## src/rtl/if_pkg.sv

```systemverilog
// Shared types and defaults for the instruction-fetch front end.
package if_pkg;
  localparam int XLEN_DEF = 16;
  localparam int ILEN_DEF = 16;
  localparam logic [XLEN_DEF-1:0] RESET_PC_DEF = '0;
  localparam int INSTR_BYTES_DEF = ILEN_DEF / 8;

  typedef struct packed {
    logic [XLEN_DEF-1:0] pc;
    logic [ILEN_DEF-1:0] instr;
  } fetch_entry_t;
endpackage

```

## src/rtl/if_fetch_fifo.sv

```systemverilog
// Generic DEPTH-entry circular FIFO with push/pop/flush and occupancy count.
module if_fetch_fifo #(
  parameter int WIDTH = 32,
  parameter int DEPTH = 4
) (
  input  logic                     clk,
  input  logic                     rst,
  input  logic                     push,
  input  logic                     pop,
  input  logic                     flush,
  input  logic [WIDTH-1:0]         din,
  output logic [WIDTH-1:0]         dout,
  output logic                     empty,
  output logic [$clog2(DEPTH):0]   count
);
  localparam int AW = $clog2(DEPTH);

  logic [WIDTH-1:0] mem [DEPTH];
  logic [AW-1:0]    rd_ptr;
  logic [AW-1:0]    wr_ptr;
  logic             do_push;
  logic             do_pop;

  assign do_push = push & ~flush;
  assign do_pop  = pop & ~flush & ~empty;
  assign empty   = (count == '0);
  assign dout    = mem[rd_ptr];

  // Pointers wrap naturally because DEPTH is a power of two.
  always_ff @(posedge clk) begin
    if (rst || flush) begin
      rd_ptr <= '0;
      wr_ptr <= '0;
      count  <= '0;
    end else begin
      if (do_push) wr_ptr <= wr_ptr + 1'b1;
      if (do_pop)  rd_ptr <= rd_ptr + 1'b1;
      case ({do_push, do_pop})
        2'b10:   count <= count + 1'b1;
        2'b01:   count <= count - 1'b1;
        default: count <= count;
      endcase
    end
  end

  always_ff @(posedge clk) begin
    if (do_push) mem[wr_ptr] <= din;
  end

  overflow_chk: assert property (@(posedge clk) disable iff (rst)
    !(do_push && !do_pop && count == (AW+1)'(DEPTH)));
endmodule

```

## src/rtl/if_fetch_queue.sv

```systemverilog
// Fetch front end: PC, 1-cycle imem issue, response queue to ID.
// Optional perf counters enabled by defining IF_FETCH_PERF_EN.
module if_fetch_queue
  import if_pkg::*;
#(
  parameter int              XLEN        = 16,
  parameter int              ILEN        = 16,
  parameter int              DEPTH       = 4,
  parameter logic [XLEN-1:0] RESET_PC    = XLEN'(RESET_PC_DEF),
  parameter int              INSTR_BYTES = ILEN / 8
) (
  input  logic                      clk,
  input  logic                      rst,
  input  logic                      fetch_en,
  input  logic                      redirect_en,
  input  logic [XLEN-1:0]           redirect_pc,
  output logic                      imem_req,
  output logic [XLEN-1:0]           imem_addr,
  input  logic [ILEN-1:0]           imem_rdata,
  output logic                      out_valid,
  input  logic                      out_ready,
  output logic [XLEN-1:0]           out_pc,
  output logic [XLEN-1:0]           out_pc_next,
  output logic [ILEN-1:0]           out_instr,
  output logic [$clog2(DEPTH):0]    q_count
`ifdef IF_FETCH_PERF_EN
  ,
  output logic [31:0]               perf_fetched,
  output logic [31:0]               perf_bubbles,
  output logic [31:0]               perf_flushed
`endif
);
  localparam int CW = $clog2(DEPTH) + 1;

  // Same layout as fetch_entry_t, sized by this instance's parameters.
  typedef struct packed {
    logic [XLEN-1:0] pc;
    logic [ILEN-1:0] instr;
  } entry_t;

  logic [XLEN-1:0] pc_q;
  logic [XLEN-1:0] inflight_pc;
  logic            inflight;
  logic [CW-1:0]   count;
  logic [CW:0]     occupancy;
  logic            push;
  logic            pop;
  logic            empty;
  entry_t          push_entry;
  entry_t          head_entry;

  // Slots are reserved at issue, so the in-flight request counts as occupied.
  assign occupancy = {1'b0, count} + {{CW{1'b0}}, inflight};
  assign imem_req  = fetch_en & ~redirect_en & ~rst & (occupancy < (CW+1)'(DEPTH));
  assign imem_addr = pc_q;

  assign push      = inflight & ~redirect_en;
  assign out_valid = ~empty & ~redirect_en;
  assign pop       = out_valid & out_ready;

  assign push_entry.pc    = inflight_pc;
  assign push_entry.instr = imem_rdata;

  // Issue stage: PC and in-flight tracking.
  always_ff @(posedge clk) begin
    if (rst) begin
      pc_q     <= RESET_PC;
      inflight <= 1'b0;
    end else begin
      inflight <= imem_req;
      if (redirect_en)   pc_q <= redirect_pc;
      else if (imem_req) pc_q <= pc_q + XLEN'(INSTR_BYTES);
    end
  end

  always_ff @(posedge clk) begin
    if (imem_req) inflight_pc <= pc_q;
  end

  // Response stage: queue toward ID.
  if_fetch_fifo #(
    .WIDTH ($bits(entry_t)),
    .DEPTH (DEPTH)
  ) u_fifo (
    .clk   (clk),
    .rst   (rst),
    .push  (push),
    .pop   (pop),
    .flush (redirect_en),
    .din   (push_entry),
    .dout  (head_entry),
    .empty (empty),
    .count (count)
  );

  assign out_pc      = empty ? '0 : head_entry.pc;
  assign out_pc_next = empty ? '0 : head_entry.pc + XLEN'(INSTR_BYTES);
  assign out_instr   = empty ? '0 : head_entry.instr;
  assign q_count     = count;

`ifdef IF_FETCH_PERF_EN
  function automatic logic [31:0] sat_inc(input logic [31:0] v, input logic en);
    return (en && !(&v)) ? v + 32'd1 : v;
  endfunction

  always_ff @(posedge clk) begin
    if (rst) begin
      perf_fetched <= '0;
      perf_bubbles <= '0;
      perf_flushed <= '0;
    end else begin
      perf_fetched <= sat_inc(perf_fetched, push);
      perf_bubbles <= sat_inc(perf_bubbles, out_ready & ~out_valid);
      perf_flushed <= sat_inc(perf_flushed, redirect_en);
    end
  end
`endif
endmodule

```

## config.mk

```make
export PLATFORM = sky130hd
export DESIGN_NAME = if_fetch_queue
export DESIGN_NICKNAME = d
export VERILOG_FILES = /design/src/rtl/if_pkg.sv /design/src/rtl/if_fetch_fifo.sv /design/src/rtl/if_fetch_queue.sv
export SDC_FILE = /design/constraint.sdc
export NUM_CORES = 1
export LEC_CHECK = 0
export CORE_ASPECT_RATIO = 1.5
export CORE_UTILIZATION = 54
export DETAILED_ROUTE_END_ITERATION = 12
export PLACE_DENSITY = 0.81
export REMOVE_ABC_BUFFERS = 1
export SLEW_MARGIN = 20
export SYNTH_ARGS = -nofsm -noshare
export SYNTH_HDL_FRONTEND = slang
export SYNTH_SLANG_ARGS = --single-unit
```

## constraint.sdc

```tcl
create_clock -name clk -period 3.4 [get_ports clk]
set_input_delay 0.68 -clock clk [delete_from_list [all_inputs] [get_ports clk]]
set_output_delay 0.68 -clock clk [all_outputs]
set_load 0.005 [all_outputs]
```

---- Word level (Yosys, flattened, before mapping) ----
Memory sizes are Yosys's and may differ from the RTL's. A register that Yosys moved wholly into a read port is not among the register bits.
Index checks and enable logic that the tools add are counted.
storage, ports and cells
  register bits after elaboration ......... 40
  bits in writable memories ............... 128
  input port bits ......................... 37
  output and inout port bits .............. 69
  word-level logic and storage cells ...... 43
  memories ................................ 1
cells by class
  add/sub/neg operators ................... 7
  magnitude comparators ................... 1
  equality and inequality tests ........... 2
  multiplexer cells ....................... 10
  bitwise operators ....................... 12
  reduce and logical (&&, ||, !) cells .... 4
memories
  memory      depth  width  read ports  clocked after memory_dff  write ports  RTL line             RTL
  u_fifo.mem  4      32     1           1                         1            if_fetch_fifo.sv:18  logic [WIDTH-1:0] mem [DEPTH];
operators with widths
  cell                                                        number
  2-to-1 mux 16 bit                                           5
  adder 16 x 2 -> 16 bit, second input constant               2
  AND 1 bit                                                   9
  case mux 3 bit (2 select lines)                             1
  adder 2 x 1 -> 2 bit, second input constant                 2
  adder 3 x 1 -> 4 bit                                        1
  less-than comparator 4 x 3 -> 1 bit, second input constant  1
  2-to-1 mux 2 bit                                            2
  nonzero test 2 bit                                          2
  adder 3 x 1 -> 3 bit, second input constant                 1
  zero test 3 bit                                             1
  inverter 1 bit                                              3
  subtractor 3 x 1 -> 3 bit, second input constant            1
  == test 2 x 1 -> 1 bit, second input constant               1
  == test 2 bit, second input constant                        1
  2-to-1 mux 1 bit                                            2
  logical OR 1 bit                                            1

---- Depth between registers and ports, before layout ----
  depth after elaboration ................. 8
  mapped depth ............................ 10
  depth with buffers taken out ............ 9

---- Cells and area by module ----
From an unflattened synthesis, not the netlist that was laid out.
unflattened totals
  cells, all modules ...................... 438
  area total of the unflattened synthesis .. 7078.0 um2
modules (own cells, without submodules)
  module          instances  cells an instance  area each (um2)  seq. area each (um2)
  if_fetch_fifo   1          217                5114.9           4023.9
  if_fetch_queue  1          221                1963.1           820.8

---- Worst setup path after synthesis ----
No wires, ideal clock.
  path type ............................... input-to-output
  start ................................... in redirect_en
  end ..................................... out imem_req
  arrival time ............................ 2152 ps
  required time ........................... 2720 ps
  setup slack ............................. 568 ps
  cell stages on the path ................. 4
  buffers on the path ..................... 2
  path through ............................ clkbuf_1 -> or2_2 -> clkbuf_1 -> nor2_1
on the way
  word-level cells in the longest chain between the ends .. 4
RTL lines
  element                 RTL line              RTL
  from (decl)             if_fetch_queue.sv:15  input logic redirect_en,
  inverter 1 bit          if_fetch_queue.sv:54  assign imem_req = fetch_en & ~redirect_en & ~rst & (occupancy < (CW+1)'(DEPTH));
  AND 1 bit (3 in a row)  if_fetch_queue.sv:54
  to (decl)               if_fetch_queue.sv:17  output logic imem_req,
No other way between the ends.

==> results.yml <==
synthesis:
  async_flop_share_pct: 0
  synthFlopType: "edfxtp_1"
  seq_area_frac_synth_pct: 68.3
  synth_area_um2: 7090
  avgSynthCellArea_um2: 16.2
  postSynthCellCount: 437
  yosys.area.top_type: "edfxtp_1"
  yosys-top-cells-area: "edfxtp_1, mux4_2, dfxtp_1"
  synth_cell_types: 48
  ys_ff_latch: 170
  yosys.area.top_type_share_pct: 61.0
  ys_top_cells_by_count: "edfxtp_1, nor2_1, and2_1"
  synth_edf_count: 144
  synth.most_common_cell: "edfxtp_1"
  yosys_warnings: 0
timing:
  setup_violations: 2
  fmax_ghz: 0.293
  timing.final.crit_share_pct: 100
  maxSlewHeadroom_pct: 56.7
  drv_slew: 0
  fin_setup_tns_ns: -0.0249
  finalHoldViolations: 0
  rsz0062_at_grt: "true"
  finalWorstSetupSlack_ns: -0.0139
  tightest_slew_ns: 0.645
  fin_hold_ws_ns: 0.479
  min_period_ns: 3.41
  skew_ns: 0.00575
floorplan:
  rows: 50
  die_h_um: 142
  fp.dieArea_um2: 13600
  io_pins: 106
  fp.coreArea_um2: 12600
  fp.dieW_um: 95.5
  initial_core_util_pct: 56.1
setup_path:
  ff2ff_path_depth: 10
  critPathMaxFanout: 9
  crit_slowest_cell: "clkdlybuf4s50_1"
  crit_arrival_ns: 2.73
  r2r-end: "u_fifo.count[2]"
  worstSetupPathType: "reg2out"
  cpPeakStageDelay_ns: 0.45
  critPathRequiredTime_ns: 2.72
  rrSetupSlack_ns: 0.65
  cp-end-kind: "output pin"
  crit_chain: "buf_6, mux4_2, nand4_1, nor4_4, mux2_1, clkdlybuf4s50_1"
  start_kind: "flop"
  r2r-start: "u_fifo.count[0]"
clocking:
  htreeDepth: 4
  tritoncts: "done"
  clk_latency_ns: 0.42
  clock_path_buffers: 2
  cts_num_sinks: 170
  numCtsBuffers: 17
  path_clk_slew_ns: 0.07
  cts_hold_buf: 0
  cts-root-buf: "clkbuf_16"
power:
  powerDensity_nw_per_um2: 471
  power_mw: 4.29
  total_leakage_power_nw: 3.08
  ir_drop_mv: 0.381
global_routing:
  grt_antenna_before_repair: 0
  grt.overflow.total: 0
  grt_pass1_wl_mm: 23.0
  grt_usage_pct: 23.6
  grt_pass1_vias: 4484
  grt_max_degree: 33
final_layout:
  drive_gt1_share_pct: 19.3
  instances_no_fill: 742
  final_nets: 618
  diodes: 0
  fillers: 779
  final_area_um2: 9110
  area_growth_syn_to_layout_pct: 28.5
drt:
  viasPerCell: 5.87
  wirelength_met1_mm: 5.44
  wl_met2_mm: 8.24
  firstDrtPassIters: 5
  top_layer: "met4"
  met3_length_um: 748
  ant_nets: 0
  routed_wl_mm: 14.8
  drc_errors: 0
  vias: 4353
  avgRoutedWirePerCell_um: 19.9
  first_iter_violations: 257
status:
  status: "finished, violations left"
  failed_checks: "setup timing"
placed_design:
  dpl_cell_area_um2: 8370
  globalplace.congestion: 0.777
  dp.cells: 698
  port_buffers: 105
  hpwlAfterDp_mm: 9.70
worst_hold_path:
  holdPathEnd: "inflight_pc[0]"
  hold_class: "reg2reg"
  min_path_cells: 0
  worstHoldStart: "imem_addr[0]"
job:
  maxCapViolations: 0
## cells by family (layout without fill, tap and decap cells)
kind of cell    after synthesis  in the layout  synth area share [%]
compound gates               36             36                  3.60
xor+xnor                     14             14                  1.73
fa+ha+maj                     8              8                  1.52
buf+inv                      32            181                  2.26
flops                       170            170                  68.3
mux                          40             40                  11.6
simple gates                137            137                  10.9
## layout make-up
class	instances	area (um2)	share of cell area [%]
clock inverter	15	131	1.44
sequential	170	4850	53.2
multi-input combinational	235	2140	23.5
clock buffer	17	425	4.67
tap	156	195	2.14
timing repair buffer	136	1320	14.5
inverter	13	48.8	0.536
## stage by stage
stage / util, % / setup slack, ns
detailed placement: 66.2 / 0.226
finish: 72.1 / -0.0139
floorplan: - / -0.293
CTS: 71.9 / 0.00472
global placement: 66.2 / 0.273
global route: 72.1 / -0.119
## critical path, delay by kind of cell, from the launching register on
family | cells | cell delay [ns]
buf+inv | 2 | 0.62
simple gates | 2 | 0.57
mux | 2 | 0.73
flops | 1 | 0.38
## flip-flops by register name, summed over array words and instances (netlist names), named ones only
| register | cells |
|---|---|
| u_fifo.rd_ptr | 2 |
| imem_addr | 16 |
| inflight_pc | 16 |
| u_fifo.mem | 128 |
| u_fifo.wr_ptr | 2 |
| inflight | 1 |
| u_fifo.count | 3 |
## timing repair
| item | 4_1_cts | 5_1_grt |
|---|---|---|
| pin swaps | 7 | 2 |
| setup endpoints to repair | 12 | 8 |
| hold endpoints to repair | 0 | 0 |
| setup buffers | 11 | 1 |
| gates resized for setup | 21 | 7 |
## where the power goes
part	total [mW]	internal (mW)	switching, mW	leakage, nW
combinational	0.184	0.105	0.0793	1.28
sequential	2.31	2.28	0.0319	1.52
clock	1.79	0.962	0.827	0.274
## cells in the final DEF (no fill, tap or decap), types with 12 or more instances in the layout
| cell | n |
|---|---|
| edfxtp_1 | 144 |
| clkdlybuf4s50_1 | 98 |
| nor2_1 | 41 |
| and2_1 | 34 |
| mux4_2 | 30 |
| buf_4 | 27 |
| dfxtp_1 | 24 |
| clkbuf_16 | 17 |
| inv_1 | 12 |
| nand3_1 | 12 |
## worst max-delay path by stage
stage	slack (ns)	end	cells past startpoint	start
floorplan	-0.29	out_pc_next[15]	5	flop
global placement	0.27	out_pc_next[9]	5	flop
detailed placement	0.23	out_pc_next[15]	6	flop
CTS	0.005	out_pc_next[13]	7	flop
global route	-0.12	out_pc_next[15]	6	flop
finish	-0.01	out_pc_next[15]	6	flop
## routing by layer
| layer | vias to the layer above | global-route usage (%) |
|---|---|---|
| met1 | 2184 | 25.8 |
| met2 | 174 | 42.6 |
| li1 | 1969 | - |
| met4 | 0 | 10.4 |
| met3 | 26 | 5.45 |
| met5 | - | 0 |
(Power assumes the default switching activity.)
